[src/rtl/mem_addr_decoder_n_if.sv]
// mem_addr_decoder_n_if: native valid/ready memory bus, N lanes of valid/ready/rdata sharing addr/wdata/wstrb
// Ports (signals): valid[N], ready[N], addr[32], wdata[32], wstrb[4] (0 = read), rdata[N*32] packed per lane
interface mem_addr_decoder_n_if #(parameter int N = 1);
  logic [N-1:0]    valid;
  logic [N-1:0]    ready;
  logic [31:0]     addr;
  logic [31:0]     wdata;
  logic [3:0]      wstrb;
  logic [N*32-1:0] rdata;
  modport master (output valid, addr, wdata, wstrb, input ready, rdata);
  modport slave (input valid, addr, wdata, wstrb, output ready, rdata);
endinterface

[src/rtl/mem_addr_decoder_n.sv]
// mem_addr_decoder_n: 1-to-NUM_CH memory bus decoder with latched channel select, registered response and error answers
// Ports: clk, resetn (async active-low); s_mem (upstream CPU bus, slave side); m_mem (NUM_CH downstream channels, master side);
//        err_pulse (one-cycle on error response), err_timeout (last error was a timeout), err_addr (address of last error)
// Optional: define MEM_DECODER_TIMEOUT_EN to enable the ACTIVE-state watchdog; otherwise ACTIVE waits forever
module mem_addr_decoder_n #(
  parameter int                   NUM_CH    = 4,
  parameter logic [NUM_CH*32-1:0] BASE_ADDR = {32'h03000000, 32'h02000000, 32'h01000000, 32'h00000000},
  parameter logic [NUM_CH*32-1:0] ADDR_MASK = {4{32'hFF000000}},
  parameter int                   TIMEOUT   = 255,
  parameter logic [31:0]          ERR_RDATA = 32'hDEADBEEF
) (
  input  logic                  clk,
  input  logic                  resetn,
  mem_addr_decoder_n_if.slave   s_mem,
  mem_addr_decoder_n_if.master  m_mem,
  output logic                  err_pulse,
  output logic                  err_timeout,
  output logic [31:0]           err_addr
);
  localparam int SW = NUM_CH > 1 ? $clog2(NUM_CH) : 1;
  typedef enum logic [1:0] {IDLE, ACTIVE, RESP} state_t;
  state_t          state;
  logic [SW-1:0]   sel;
  logic [SW-1:0]   hit_idx;
  logic            hit;
  logic [31:0]     rdata_r;
  // Descending scan so the lowest matching channel wins on overlap
  always_comb begin
    hit = 1'b0;
    hit_idx = '0;
    for (int i = NUM_CH - 1; i >= 0; i--)
      if (((BASE_ADDR[32*i +: 32] ^ s_mem.addr) & ADDR_MASK[32*i +: 32]) == 32'd0) begin
        hit = 1'b1;
        hit_idx = SW'(i);
      end
  end
  assign m_mem.valid = state == ACTIVE ? NUM_CH'(s_mem.valid) << sel : '0;
  assign m_mem.addr  = s_mem.addr;
  assign m_mem.wdata = s_mem.wdata;
  assign m_mem.wstrb = s_mem.wstrb;
  assign s_mem.ready = state == RESP;
  assign s_mem.rdata = rdata_r;
`ifdef MEM_DECODER_TIMEOUT_EN
  logic [15:0] wdog;
  logic        to_r;
  assign err_timeout = to_r;
`else
  assign err_timeout = 1'b0;
`endif
  always_ff @(posedge clk or negedge resetn)
    if (!resetn) begin
      state <= IDLE;
      sel <= '0;
      rdata_r <= '0;
      err_pulse <= 1'b0;
      err_addr <= '0;
`ifdef MEM_DECODER_TIMEOUT_EN
      wdog <= '0;
      to_r <= 1'b0;
`endif
    end else begin
      err_pulse <= 1'b0;
`ifdef MEM_DECODER_TIMEOUT_EN
      // Held at zero outside ACTIVE, so it starts from zero on every entry
      wdog <= state == ACTIVE ? wdog + 16'd1 : 16'd0;
`endif
      case (state)
        IDLE:
          if (s_mem.valid[0]) begin
            if (hit) begin
              sel <= hit_idx;
              state <= ACTIVE;
            end else begin
              rdata_r <= ERR_RDATA;
              err_addr <= s_mem.addr;
              err_pulse <= 1'b1;
`ifdef MEM_DECODER_TIMEOUT_EN
              to_r <= 1'b0;
`endif
              state <= RESP;
            end
          end
        ACTIVE:
          if (!s_mem.valid[0])
            state <= IDLE;
          else if (m_mem.ready[sel]) begin
            rdata_r <= m_mem.rdata[32*sel +: 32];
            state <= RESP;
          end
`ifdef MEM_DECODER_TIMEOUT_EN
          else if (wdog == 16'(TIMEOUT)) begin
            rdata_r <= ERR_RDATA;
            err_addr <= s_mem.addr;
            err_pulse <= 1'b1;
            to_r <= 1'b1;
            state <= RESP;
          end
`endif
        default:
          state <= IDLE;
      endcase
    end
endmodule

[src/flat_wrapper.sv]
// flat-port wrapper written by rule: the top's interface ports become plain ports
module mem_addr_decoder_n_flat 
#(
  parameter int                   NUM_CH    = 4,
  parameter logic [NUM_CH*32-1:0] BASE_ADDR = {32'h03000000, 32'h02000000, 32'h01000000, 32'h00000000},
  parameter logic [NUM_CH*32-1:0] ADDR_MASK = {4{32'hFF000000}},
  parameter int                   TIMEOUT   = 255,
  parameter logic [31:0]          ERR_RDATA = 32'hDEADBEEF
)
  (clk, resetn, err_pulse, err_timeout, err_addr, s_mem_valid, s_mem_addr, s_mem_wdata, s_mem_wstrb, s_mem_ready, s_mem_rdata, m_mem_valid, m_mem_addr, m_mem_wdata, m_mem_wstrb, m_mem_ready, m_mem_rdata);
  mem_addr_decoder_n_if #(.N(1)) s_mem_i ();
  mem_addr_decoder_n_if #(.N(4)) m_mem_i ();
  input  logic clk;
  input  logic resetn;
  output logic err_pulse;
  output logic err_timeout;
  output logic [31:0] err_addr;
  input wire logic [$bits(s_mem_i.valid)-1:0] s_mem_valid;
  input wire logic [$bits(s_mem_i.addr)-1:0] s_mem_addr;
  input wire logic [$bits(s_mem_i.wdata)-1:0] s_mem_wdata;
  input wire logic [$bits(s_mem_i.wstrb)-1:0] s_mem_wstrb;
  output wire logic [$bits(s_mem_i.ready)-1:0] s_mem_ready;
  output wire logic [$bits(s_mem_i.rdata)-1:0] s_mem_rdata;
  output wire logic [$bits(m_mem_i.valid)-1:0] m_mem_valid;
  output wire logic [$bits(m_mem_i.addr)-1:0] m_mem_addr;
  output wire logic [$bits(m_mem_i.wdata)-1:0] m_mem_wdata;
  output wire logic [$bits(m_mem_i.wstrb)-1:0] m_mem_wstrb;
  input wire logic [$bits(m_mem_i.ready)-1:0] m_mem_ready;
  input wire logic [$bits(m_mem_i.rdata)-1:0] m_mem_rdata;
  assign s_mem_i.valid = s_mem_valid;
  assign s_mem_i.addr = s_mem_addr;
  assign s_mem_i.wdata = s_mem_wdata;
  assign s_mem_i.wstrb = s_mem_wstrb;
  assign s_mem_ready = s_mem_i.ready;
  assign s_mem_rdata = s_mem_i.rdata;
  assign m_mem_valid = m_mem_i.valid;
  assign m_mem_addr = m_mem_i.addr;
  assign m_mem_wdata = m_mem_i.wdata;
  assign m_mem_wstrb = m_mem_i.wstrb;
  assign m_mem_i.ready = m_mem_ready;
  assign m_mem_i.rdata = m_mem_rdata;
  mem_addr_decoder_n #(.NUM_CH(NUM_CH), .BASE_ADDR(BASE_ADDR), .ADDR_MASK(ADDR_MASK), .TIMEOUT(TIMEOUT), .ERR_RDATA(ERR_RDATA)) u_core (.clk(clk), .resetn(resetn), .s_mem(s_mem_i), .m_mem(m_mem_i), .err_pulse(err_pulse), .err_timeout(err_timeout), .err_addr(err_addr));
endmodule
[config.mk]
export PLATFORM = sky130hd
export DESIGN_NAME = mem_addr_decoder_n_flat
export DESIGN_NICKNAME = d
export VERILOG_FILES = /design/src/rtl/mem_addr_decoder_n_if.sv /design/src/rtl/mem_addr_decoder_n.sv /design/src/flat_wrapper.sv
export SDC_FILE = /design/constraint.sdc
export NUM_CORES = 1
export LEC_CHECK = 0
export CAP_MARGIN = 40
export CELL_PAD_IN_SITES_DETAIL_PLACEMENT = 1
export CELL_PAD_IN_SITES_GLOBAL_PLACEMENT = 1
export CORE_MARGIN = 4
export CORE_UTILIZATION = 24
export DETAILED_ROUTE_END_ITERATION = 10
export PLACE_DENSITY = 0.8
export SYNTH_ARGS = -nofsm -noshare
export SYNTH_HDL_FRONTEND = slang
export SYNTH_SLANG_ARGS = --single-unit
[constraint.sdc]
create_clock -name clk -period 2.05 [get_ports clk]
set_input_delay 0.205 -clock clk [delete_from_list [all_inputs] [get_ports clk]]
set_output_delay 0.205 -clock clk [all_outputs]
set_load 0.05 [all_outputs]
Word level (Yosys, flattened, before mapping) --
Index checks and enable logic that the tools add are counted.
Word-level totals: register bits after elaboration 69, bits in latches 0, memory bits (writable) 0, bits in read-only memories 0, input port bits 203, word-level logic and storage cells 53, memories 0
Cells by class: add/sub/neg operators 0, multipliers 0, div/mod/pow operators 0, order comparisons 1, equal/unequal tests 7, shifts and indexed selects 2, mux-type cells 24, bitwise operators 4, reduce and logical (&&, ||, !) cells 10
Operators with widths (number):
- 32-bit zero test | 4
- 32-bit 2-to-1 mux | 4
- 128-bit by 8-bit indexed part select with 32-bit output | 1
- 32-bit one-hot mux with 2 select lines | 1
- 2-bit 2-to-1 mux | 8
- 1-bit 2-to-1 mux | 8
- 2-bit != test, second input constant | 4
- 3-bit AND reduction | 2
- 5-bit AND reduction | 1
- 4-bit 2-to-1 mux | 1
- 2-bit one-hot mux with 2 select lines | 1
- 1-bit by 2-bit left shift with 4-bit output | 1
- 2-bit by 3-bit < comparator with 1-bit output, second input constant | 1
- 3-bit != test, second input constant | 1
- 1-bit inverter | 3
- 1-bit binary-select mux with 2-bit select | 1
- 2-bit by 1-bit equality test with 1-bit output, second input constant | 1
- 2-bit equality test, second input constant | 1
- 2-bit zero test | 1
- 2-bit inverter | 1
- 2-bit AND reduction | 1
- 2-bit nonzero test | 1

Logic depth before layout (Yosys ltp) --
Gate-level depths: netlist (run 1).
depth in word-level cells 9, mapped depth 7, depth with buffers taken out 5

Least setup slack after synthesis (run 1) --
No wires, ideal clock.
path kind register to output, start reg u_core.sel[0], end out m_mem_valid[1], data arrival time 2.069 ns, setup slack -0.224 ns, cell stages (with the launch flop) 6, cells stage by stage dfrtp_1 > buf_4 > buf_6 > buf_4 > inv_1 > nor3_1
Between the ends: longest elaborated chain between the ends 2
Ends and longest elaborated chain:
- start, declared | RTL line mem_addr_decoder_n.sv:23 | logic [SW-1:0] sel;
- start signal, assigned | RTL line mem_addr_decoder_n.sv:71 | sel <= hit_idx;
- 1-bit by 2-bit left shift with 4-bit output | RTL line mem_addr_decoder_n.sv:37 | assign m_mem.valid = state == ACTIVE ? NUM_CH'(s_mem.valid) << sel : '0;
- 4-bit 2-to-1 mux | RTL line mem_addr_decoder_n.sv:37
- end, declared | RTL line flat_wrapper.sv:24 | output wire logic [$bits(m_mem_i.valid)-1:0] m_mem_valid;
No other way between the ends.

Final worst setup path (run 1) --
start reg u_core.state[0], end out s_mem_ready
Between the ends: longest elaborated chain between the ends 1
Ends and longest elaborated chain:
- start, declared | RTL line mem_addr_decoder_n.sv:22 | state_t state;
- start signal, assigned | RTL line mem_addr_decoder_n.sv:52 | state <= IDLE;
- start signal, assigned | RTL line mem_addr_decoder_n.sv:72 | state <= ACTIVE;
- start signal, assigned | RTL line mem_addr_decoder_n.sv:80 | state <= RESP;
- 2-bit equality test | RTL line mem_addr_decoder_n.sv:41 | assign s_mem.ready = state == RESP;
- end, declared | RTL line flat_wrapper.sv:22 | output wire logic [$bits(s_mem_i.ready)-1:0] s_mem_ready;
No other way between the ends.

==> run_results.csv, run 1 <==
group,metric,value,unit
run_status,status,"complete, no violations",
synth,synth_warnings,0,
clock_tree,cts_tree,"yes",
die,io_pins,342,
detailed_routing,routed_wirelength,14.5,mm
cells_and_area,synthToLayoutAreaGrowth,67.6,%
clock_tree,cts_root_buf,"clkbuf_16",
cells_and_area,utilization,41.4,%
die,dieArea,20100,µm²
critical_path,crit_path_end_kind,"output port",
placed_design,globalplace.congestion,0.885,
pwr,combPwrFrac,34.1,%
die,core-area,17400,µm²
sta,tightestPinTransition,0.578,ns
cells_and_area,fillCellCount,1831,
detailed_routing,ant_nets,0,
pwr,swShare,30.1,%
grt,antenna_found_initial,0,
placed_design,numPortBuffers,268,
job,maxCapViolCount,0,
critical_path,cp-start-kind,"flop",
grt,grt_usage,13.7,%
pwr,power_frac_seq,30.9,%
detailed_routing,drc,0,
grt,grt_max_degree,37,
cells_and_area,final_cell_mix,"234 x clkdlybuf4s50_1, 67 x dfrtp_1, 43 x buf_4",
sta,fin_crit_sh,95.6,%
detailed_routing,vias,3397,
synth,synth_nets,536,
pwr,power_switching,0.00151,W
critical_path,path_class,"reg2out",
detailed_routing,wl_per_cell,18.7,µm
critical_path,r2r_end,"u_core.s_mem.rdata[4]$_DFFE_PN0P_",
pwr,p_int,0.00350,W
sta,finalSetupViolCount,0,
critical_path,reg2reg_setup_slack,0.17,ns
sta,max_freq,510,MHz
synth,yosysUniqueCellTypes,28,
grt,grt_pass1_wl,21.1,mm
synth,yosys.area.top_type,"dfrtp_1",
cells_and_area,seq_area,1730,µm²
sta,hold_ws,0.393,ns
cells_and_area,fin_nets,749,
critical_path,critPathMaxFanout,4,
critical_path,crit_chain,"and2b_1 -> clkdlybuf4s50_1",
clock_tree,clk_pin_slew,0.06,ns
clock_tree,clock-sinks,69,
pwr,clock_power_share,35.0,%
synth,syn_avg_cell_area,12.9,µm²
sta,relSlewSlack,61.3,%
sta,hold_violations,0,
die,fp.dieH,142,µm
clock_tree,cts_max_path_buffers,2,
die,start_util,24.7,%
hold_path,hold_class,"in2async",
critical_path,rr_worst_depth,6,
critical_path,cpPeakStageDelay,0.82,ns
sta,fin_crit,1.96,ns
critical_path,path_delay_family,"buffers and inverters",
placed_design,dp_hpwl,12.0,mm
clock_tree,h-tree-depth,3,
grt,grt_pass1_vias,3816,
sta,slew_viol_final,0,
critical_path,cp.depth,2,
critical_path,crit_path_start,"u_core.state[0]$_DFFE_PN0P_",
synth,synth.top_cell.area_share,40.1,%
critical_path,crit_arrival,1.76,ns
cells_and_area,final_layout_size_suffix_gt1_share,30.3,%
synth,netlist_area,4300,µm²
detailed_routing,first_pass_iters,3,
sta,rsz0062_at_grt,"false",
die,num_rows,48,
pwr,vdd_drop_max,0.415,mV
detailed_routing,via_per_inst,4.38,
critical_path,critPathBufInv,1,
clock_tree,clock_latency,0.33,ns
grt,grt_overflow_total,0,
synth,synthCells,333,
critical_path,worstSetupEndpoint,"s_mem_ready",
clock_tree,cts_inserted_buffers,9,
cells_and_area,antenna_cells,0,
cells_and_area,final_common_cell,"clkdlybuf4s50_1",
synth,seq_area_frac_synth,40.1,%
critical_path,r2r_start,"u_core.sel[0]$_DFFE_PN0P_",
synth,synth.area.top_cells,"dfrtp_1 40%, mux4_2 17%, buf_4 13%",
cells_and_area,multi_input_area,1890,µm²
critical_path,cp_slowest_cell,"clkdlybuf4s50_1",
die,die_w,142,µm
pwr,p_per_area,695,nW/µm²
critical_path,critPathRequiredTime,1.85,ns
pwr,leakage,2.84,nW
synth,synth_seq_cells,69,
sta,fin_skew,0.00523,ns
detailed_routing,drt_iter0_drc,77,
## cell families after synthesis
logic type	after synthesis	share of synthesized area, %
muxes	94	34.5
AOI/OAI and AO/OA	4	0.669
other	1	0.0872
and+or+nand+nor	65	7.71
buffers and inverters	100	16.9
DFF	69	40.1
## what timing repair did
action / CTS / global route
cloned: 0 / 1
hold endpoints to repair: 34 / 0
gates resized for setup: 1 / 7
setup buffers: 0 / 0
endpoints found under the setup margin: 2 / 14
hold buffers: 1 / 0
## Yosys cell counts
library cell  count
nand2_4           1
nor2b_1           1
nor3_1            2
or2b_1            1
o21ai_0           2
nand2b_1         24
buf_4            72
nand3_1           2
nand4_1           1
mux2i_1           9
mux2_2           32
mux2_4           21
inv_1            11
mux4_2           32
buf_12            2
buf_2             5
o311a_1           1
and2b_1           1
nand2_1          27
nor4_1            1
a211o_1           1
conb_1            1
dfrtp_1          69
buf_8             1
buf_1             1
buf_6             4
nor2_1            4
clkbuf_1          4
## state kept, by name (all words and copies together), names as in the netlist
| register | cells |
|---|---|
| u_core.state | 2 |
| u_core.err_pulse | 1 |
| u_core.sel | 2 |
| u_core.s_mem.rdata | 32 |
| u_core.err_addr | 32 |
## cell type report
| type | count | area share, % |
|---|---|---|
| clock buffers | 10 | 3.18 |
| clock inverters | 6 | 1.54 |
| inverters | 11 | 0.573 |
| multi-input cells | 164 | 26.2 |
| flip-flops and latches | 69 | 24.0 |
| well taps | 225 | 3.90 |
| repair buffers | 291 | 40.6 |
## worst min-delay path by stage
| stage | end | slack, ns | cells past startpoint |
|---|---|---|---|
| 2_1_floorplan | u_core.err_addr[0]$_DFFE_PN0P_ | -0.09 | 0 |
| 3_3_place_gp | u_core.err_addr[13]$_DFFE_PN0P_ | 0.21 | 1 |
| 3_5_place_dp | u_core.err_addr[17]$_DFFE_PN0P_ | 0.22 | 1 |
| 4_1_cts | m_mem_wdata[12] | 0.41 | 0 |
| 5_1_grt | m_mem_wdata[17] | 0.41 | 0 |
| 6_report | u_core.err_addr[17]$_DFFE_PN0P_ | 0.39 | 2 |
## power by group through the flow
stage	Combinational, W	Clock, W	Sequential [W]
final	0.00171	0.00175	0.00155
after global routing	0.00179	0.00189	0.00156
after CTS	0.00172	0.00183	0.00155
after detailed placement	0.00171	0	0.00157
after global placement	0.00167	0	0.00156
after floorplan	0.000828	0	0.00192
## through the flow
| stage | area (µm²) | instances | setup TNS, ns | total power, W | setup WS, ns |
|---|---|---|---|---|---|
| floorplan | 4310 | 333 | 0 | 0.00275 | 0.00797 |
| global placement | 6800 | 758 | -5.08 | 0.00324 | -0.146 |
| detailed placement | 6800 | 758 | -6.63 | 0.00328 | -0.171 |
| CTS | 7160 | 775 | 0 | 0.00509 | 0.00965 |
| global route | 7210 | 776 | 0 | 0.00524 | 0.0182 |
| finish | 7210 | 776 | 0 | 0.00501 | 0.0892 |
## worst register-to-register path: stages, from the launching register on
cell     delay [ns]
dfrtp_2        0.47
buf_12         0.19
mux2i_4        0.21
o311a_2        0.40
buf_12         0.18
buf_4          0.19
mux2i_1        0.12
## routing by layer
metal  vias up  track usage (%)  share of wire (%)
li1       1517                -                  -
met1      1663             14.8                 37
met2       191             25.3                 53
met3        26             4.52                8.5
met4         0             4.14                1.5
met5         -                0                  0
Power figures use the tool's default switching activity.
==> run 2, diff against run 1 <==
--- a/config.mk
+++ b/config.mk
@@ -8,10 +8,12 @@
 export CAP_MARGIN = 40
 export CELL_PAD_IN_SITES_DETAIL_PLACEMENT = 1
 export CELL_PAD_IN_SITES_GLOBAL_PLACEMENT = 1
-export CORE_MARGIN = 4
-export CORE_UTILIZATION = 24
+export CORE_AREA = 4 4 132 134
 export DETAILED_ROUTE_END_ITERATION = 10
-export PLACE_DENSITY = 0.8
+export DIE_AREA = 0 0 136 138
+export DONT_BUFFER_PORTS = 1
+export PLACE_DENSITY = 0.5
+export SKIP_LAST_GASP = 1
 export SYNTH_ARGS = -nofsm -noshare
 export SYNTH_HDL_FRONTEND = slang
 export SYNTH_SLANG_ARGS = --single-unit
==> run_results.csv, run 2 (synthesis gave the netlist of run 1 again) <==
group,metric,value,unit
die,fp.dieH,138,µm
critical_path,critPathRequiredTime,2.26,ns
cells_and_area,fin_nets,483,
cells_and_area,final_common_cell,"dfrtp_1",
clock_tree,cts_inserted_buffers,9,
critical_path,crit_path_end_kind,"flop",
critical_path,cp-start-kind,"flop",
die,core-area,16300,µm²
cells_and_area,final_cell_mix,"67 x dfrtp_1, 32 x mux4_2, 32 x mux2_2",
hold_path,hold_class,"in2reg",
detailed_routing,first_pass_iters,4,
clock_tree,cts_root_buf,"clkbuf_16",
placed_design,globalplace.congestion,0.688,
die,dieArea,18800,µm²
detailed_routing,drt_iter0_drc,96,
grt,grt_pass1_vias,2796,
cells_and_area,synthToLayoutAreaGrowth,4.83,%
sta,finalSetupViolCount,0,
critical_path,rr_worst_depth,5,
detailed_routing,ant_nets,0,
die,die_w,136,µm
detailed_routing,routed_wirelength,11.1,mm
critical_path,r2r_end,"u_core.s_mem.rdata[0]$_DFFE_PN0P_",
sta,tns,0,ns
critical_path,crit_arrival,2.07,ns
hold_path,hold_end,"u_core.err_addr[25]$_DFFE_PN0P_",
grt,grt_pass1_wl,16.6,mm
sta,relSlewSlack,63.1,%
cells_and_area,seq_area,1730,µm²
die,io_pins,342,
clock_tree,clk_pin_slew,0.06,ns
cells_and_area,antenna_cells,0,
clock_tree,cts_max_path_buffers,2,
critical_path,critPathMaxFanout,33,
detailed_routing,wl_per_cell,22.0,µm
critical_path,crit_chain,"buf_12 -> mux2i_1 -> o311a_2 -> buf_4 -> mux2_4",
sta,rsz0062_at_grt,"false",
clock_tree,clock-sinks,69,
pwr,vdd_drop_max,0.389,mV
job,maxCapViolCount,0,
grt,grt_max_degree,70,
sta,slew_viol_final,0,
cells_and_area,final_layout_size_suffix_gt1_share,43.5,%
pwr,leakage,1.72,nW
clock_tree,cts_tree,"yes",
run_status,status,"complete, no violations",
critical_path,cpPeakStageDelay,0.40,ns
clock_tree,clock_latency,0.33,ns
clock_tree,h-tree-depth,3,
detailed_routing,via_per_inst,4.69,
grt,antenna_found_initial,2,
detailed_routing,vias,2367,
cells_and_area,fillCellCount,1766,
sta,fin_crit_sh,90.5,%
sta,fin_crit,1.85,ns
sta,hold_violations,0,
critical_path,reg2reg_setup_slack,0.20,ns
placed_design,dp_hpwl,8.68,mm
critical_path,path_class,"reg2reg",
die,num_rows,47,
detailed_routing,drc,0,
hold_path,hold-path-cell-count,1,
critical_path,cp_slowest_cell,"dfrtp_2",
sta,max_freq,539,MHz
die,start_util,26.4,%
cells_and_area,multi_input_area,1870,µm²
critical_path,r2r_start,"u_core.sel[0]$_DFFE_PN0P_",
grt,grt_overflow_total,0,
sta,fin_skew,0.0102,ns
placed_design,numPortBuffers,0,
pwr,power.total,0.00412,W
pwr,p_per_area,913,nW/µm²
sta,tightestPinTransition,0.554,ns
hold_path,hold_path_startpoint,"s_mem_addr[25]",
grt,grt_usage,11.7,%
cells_and_area,utilization,27.7,%
## run 2: cell types whose count changed in the layout (fill, tap and decap cells not counted), sizes merged
cell | before | now
buf | 55 | 16
clkinvlp | 1 | 2
bufinv | 3 | 1
dlygate4sd3 | 1 | 9
clkdlybuf4s50 | 234 | 0
## run 2: worst max path at each step
| stage | start | end | slack (ns) |
|---|---|---|---|
| 3_3_place_gp | u_core.sel[0]$_DFFE_PN0P_ | u_core.s_mem.rdata[15]$_DFFE_PN0P_ | 0.21 |
| 3_5_place_dp | u_core.sel[0]$_DFFE_PN0P_ | u_core.s_mem.rdata[2]$_DFFE_PN0P_ | 0.17 |
| 6_report | u_core.sel[0]$_DFFE_PN0P_ | u_core.s_mem.rdata[0]$_DFFE_PN0P_ | 0.20 |
| 5_1_grt | u_core.state[0]$_DFFE_PN0P_ | m_mem_valid[2] | 0.04 |
| 2_1_floorplan | u_core.sel[1]$_DFFE_PN0P_ | m_mem_valid[2] | 0.008 |
| 4_1_cts | u_core.state[1]$_DFFE_PN0P_ | m_mem_valid[3] | 0.08 |
## run 2: final cells by class
class	instances	area share, %
flip-flops and latches	69	38.3
well taps	220	6.10
clock buffers	11	5.60
clock inverters	5	1.30
repair buffers	25	6.30
multi-input cells	164	41.4
inverters	11	0.915
## run 2: metrics by stage
stage | setup WS [ns] | area (µm²) | hold WS (ns) | cells
after global routing | 0.0413 | 4510 | 0.00311 | 505
after CTS | 0.0810 | 4480 | 0.000819 | 502
after floorplan | 0.00797 | 4310 | -0.0906 | 333
after global placement | 0.212 | 4070 | -0.0885 | 478
final | 0.196 | 4510 | 0.0193 | 505
after detailed placement | 0.169 | 4070 | -0.0887 | 478
## run 2: power by group
| group | leakage, nW | switching (W) | internal [W] |
|---|---|---|---|
| clock network | 0.148 | 0.000614 | 0.00101 |
| logic | 0.810 | 0.000233 | 0.000338 |
| registers | 0.763 | 0.000458 | 0.00147 |
## run 2: worst max-delay path, delay by kind of cell (launching register included)
kind            cells  cell delay, ns
mux                 2            0.59
compound gates      1            0.22
buf+inv             2            0.50
flops               1            0.40
## run 2: per-layer routing
metal / vias up / part of all wire [%] / GRT usage, %
met1: 1178 / 34 / 12.1
met3: 19 / 12 / 5.70
met5: - / 0.24 / 0
met4: 4 / 1.7 / 3.82
li1: 977 / - / -
met2: 189 / 51 / 20.4
## run 2: what timing repair did
action | 4_1_cts | 5_1_grt
endpoints found under the setup margin | 0 | 2
setup buffers | 0 | 1
endpoints found under the hold margin | 75 | 2
resized for setup | 0 | 1
hold buffers | 8 | 2
==> run 3, diff against run 2 <==
--- a/config.mk
+++ b/config.mk
@@ -17,3 +17,4 @@
 export SYNTH_ARGS = -nofsm -noshare
 export SYNTH_HDL_FRONTEND = slang
 export SYNTH_SLANG_ARGS = --single-unit
+export TNS_END_PERCENT = 5
==> run_results.csv, run 3 (synthesis gave the netlist of run 1 again) <==
group,metric,value,unit
die,start_util,26.4,%
grt,grt_max_degree,70,
cells_and_area,antenna_cells,0,
cells_and_area,fillCellCount,1766,
grt,grt_pass1_vias,2785,
critical_path,path_class,"reg2out",
die,dieArea,18800,µm²
sta,fin_crit,1.87,ns
sta,hold_violations,0,
cells_and_area,final_cell_mix,"67 x dfrtp_1, 32 x mux4_2, 32 x mux2_2",
clock_tree,h-tree-depth,3,
detailed_routing,wl_per_cell,22.3,µm
die,num_rows,47,
sta,tightestPinTransition,0.547,ns
clock_tree,cts_tree,"yes",
pwr,p_per_area,888,nW/µm²
clock_tree,clock_latency,0.33,ns
clock_tree,clk_pin_slew,0.06,ns
sta,relSlewSlack,63.6,%
placed_design,dp_hpwl,8.96,mm
cells_and_area,final_common_cell,"dfrtp_1",
detailed_routing,vias,2370,
run_status,status,"complete, no violations",
job,maxCapViolCount,0,
clock_tree,cts_max_path_buffers,2,
critical_path,critPathRequiredTime,1.85,ns
critical_path,reg2reg_setup_slack,0.21,ns
cells_and_area,fin_cells,513,
detailed_routing,ant_nets,0,
sta,fin_skew,0.00407,ns
hold_path,hold_class,"in2reg",
die,fp.dieH,138,µm
critical_path,crit_path_end_kind,"output port",
sta,slew_viol_final,0,
detailed_routing,routed_wirelength,11.4,mm
detailed_routing,drc,0,
critical_path,critPathMaxFanout,25,
detailed_routing,drt_iter0_drc,73,
grt,grt_pass1_wl,16.9,mm
placed_design,globalplace.congestion,0.684,
sta,rsz0062_at_grt,"false",
placed_design,numPortBuffers,0,
critical_path,cp-start-kind,"flop",
sta,tns,0,ns
hold_path,hold-path-cell-count,1,
sta,max_freq,535,MHz
cells_and_area,synthToLayoutAreaGrowth,6.80,%
detailed_routing,first_pass_iters,4,
pwr,vdd_drop_max,0.409,mV
placed_design,pre_cts_ws,0.150,ns
clock_tree,clock-sinks,69,
placed_design,dpl.cell_count,479,
die,core-area,16300,µm²
grt,grt_overflow_total,0,
sta,finalSetupViolCount,0,
clock_tree,cts_inserted_buffers,9,
clock_tree,cts_root_buf,"clkbuf_16",
sta,fin_crit_sh,91.2,%
grt,antenna_found_initial,0,
die,die_w,136,µm
critical_path,rr_worst_depth,6,
grt,grt_usage,11.9,%
cells_and_area,fin_nets,491,
cells_and_area,final_layout_size_suffix_gt1_share,42.3,%
sta,fin_ws,0.180,ns
critical_path,crit_arrival,1.67,ns
detailed_routing,via_per_inst,4.62,
die,io_pins,342,
pwr,leakage,1.75,nW
[run 3: critical path: stages (launching register included)]
cell and delay [ns]:
dfrtp_1 0.39, nor2b_4 0.24, buf_8 0.22, nand3_1 0.16, nor2_1 0.12, buf_4 0.21
[run 3: what timing repair did]
| action | in CTS | in global routing |
|---|---|---|
| buffers inserted | 0 | 0 |
| hold endpoints to repair | 85 | 1 |
| hold buffers | 17 | 1 |
| setup endpoints to repair | 2 | 1 |
| resized for setup | 1 | 1 |
[run 3: worst paths after layout]
kind | startpoint | end
max reg2reg | u_core.state[1]$_DFFE_PN0P_ | u_core.err_addr[19]$_DFFE_PN0P_
min reg2reg | u_core.state[1]$_DFFE_PN0P_ | u_core.state[0]$_DFFE_PN0P_
min in group asynchronous | resetn | u_core.s_mem.rdata[9]$_DFFE_PN0P_
max | u_core.state[0]$_DFFE_PN0P_ | m_mem_valid[3]
min | s_mem_addr[0] | u_core.err_addr[0]$_DFFE_PN0P_
max in group asynchronous | resetn | u_core.sel[1]$_DFFE_PN0P_
[run 3: stage by stage]
stage | area, µm² | util (%) | hold slack (ns) | power, W
after CTS | 4580 | 28.1 | 0.000326 | 0.00418
after global placement | 4090 | 25.1 | -0.0885 | 0.00248
after floorplan | 4310 | - | -0.0906 | 0.00275
after detailed placement | 4090 | 25.1 | -0.0880 | 0.00250
final | 4600 | 28.2 | 0.0228 | 0.00408
after global routing | 4600 | 28.2 | 0.00298 | 0.00428
[run 3: power breakdown]
group / total, W / switching [W] / internal [W] / leakage (nW)
sequential: 0.00192 / 0.000457 / 0.00147 / 0.763
clock: 0.00156 / 0.000617 / 0.000945 / 0.138
combinational: 0.000594 / 0.000247 / 0.000347 / 0.849
[run 3: final cells by class]
cell class,count,area [µm²],share of cell area (%)
Clock buffer,9,225,4.90
Clock inverter,7,75.1,1.63
Inverter,11,41.3,0.898
Multi-Input combinational cell,164,1870,40.7
Sequential cell,69,1730,37.6
Tap cell,220,275,5.99
Timing Repair Buffer,33,380,8.28
[run 3: routing by layer]
| layer | up-vias | global-route usage (%) | routed length (µm) |
|---|---|---|---|
| li1 | 991 | - | - |
| met2 | 169 | 20.7 | 5870 |
| met5 | - | 0 | 0 |
| met4 | 0 | 4.46 | 224 |
| met3 | 25 | 5.12 | 1340 |
| met1 | 1185 | 12.6 | 4000 |
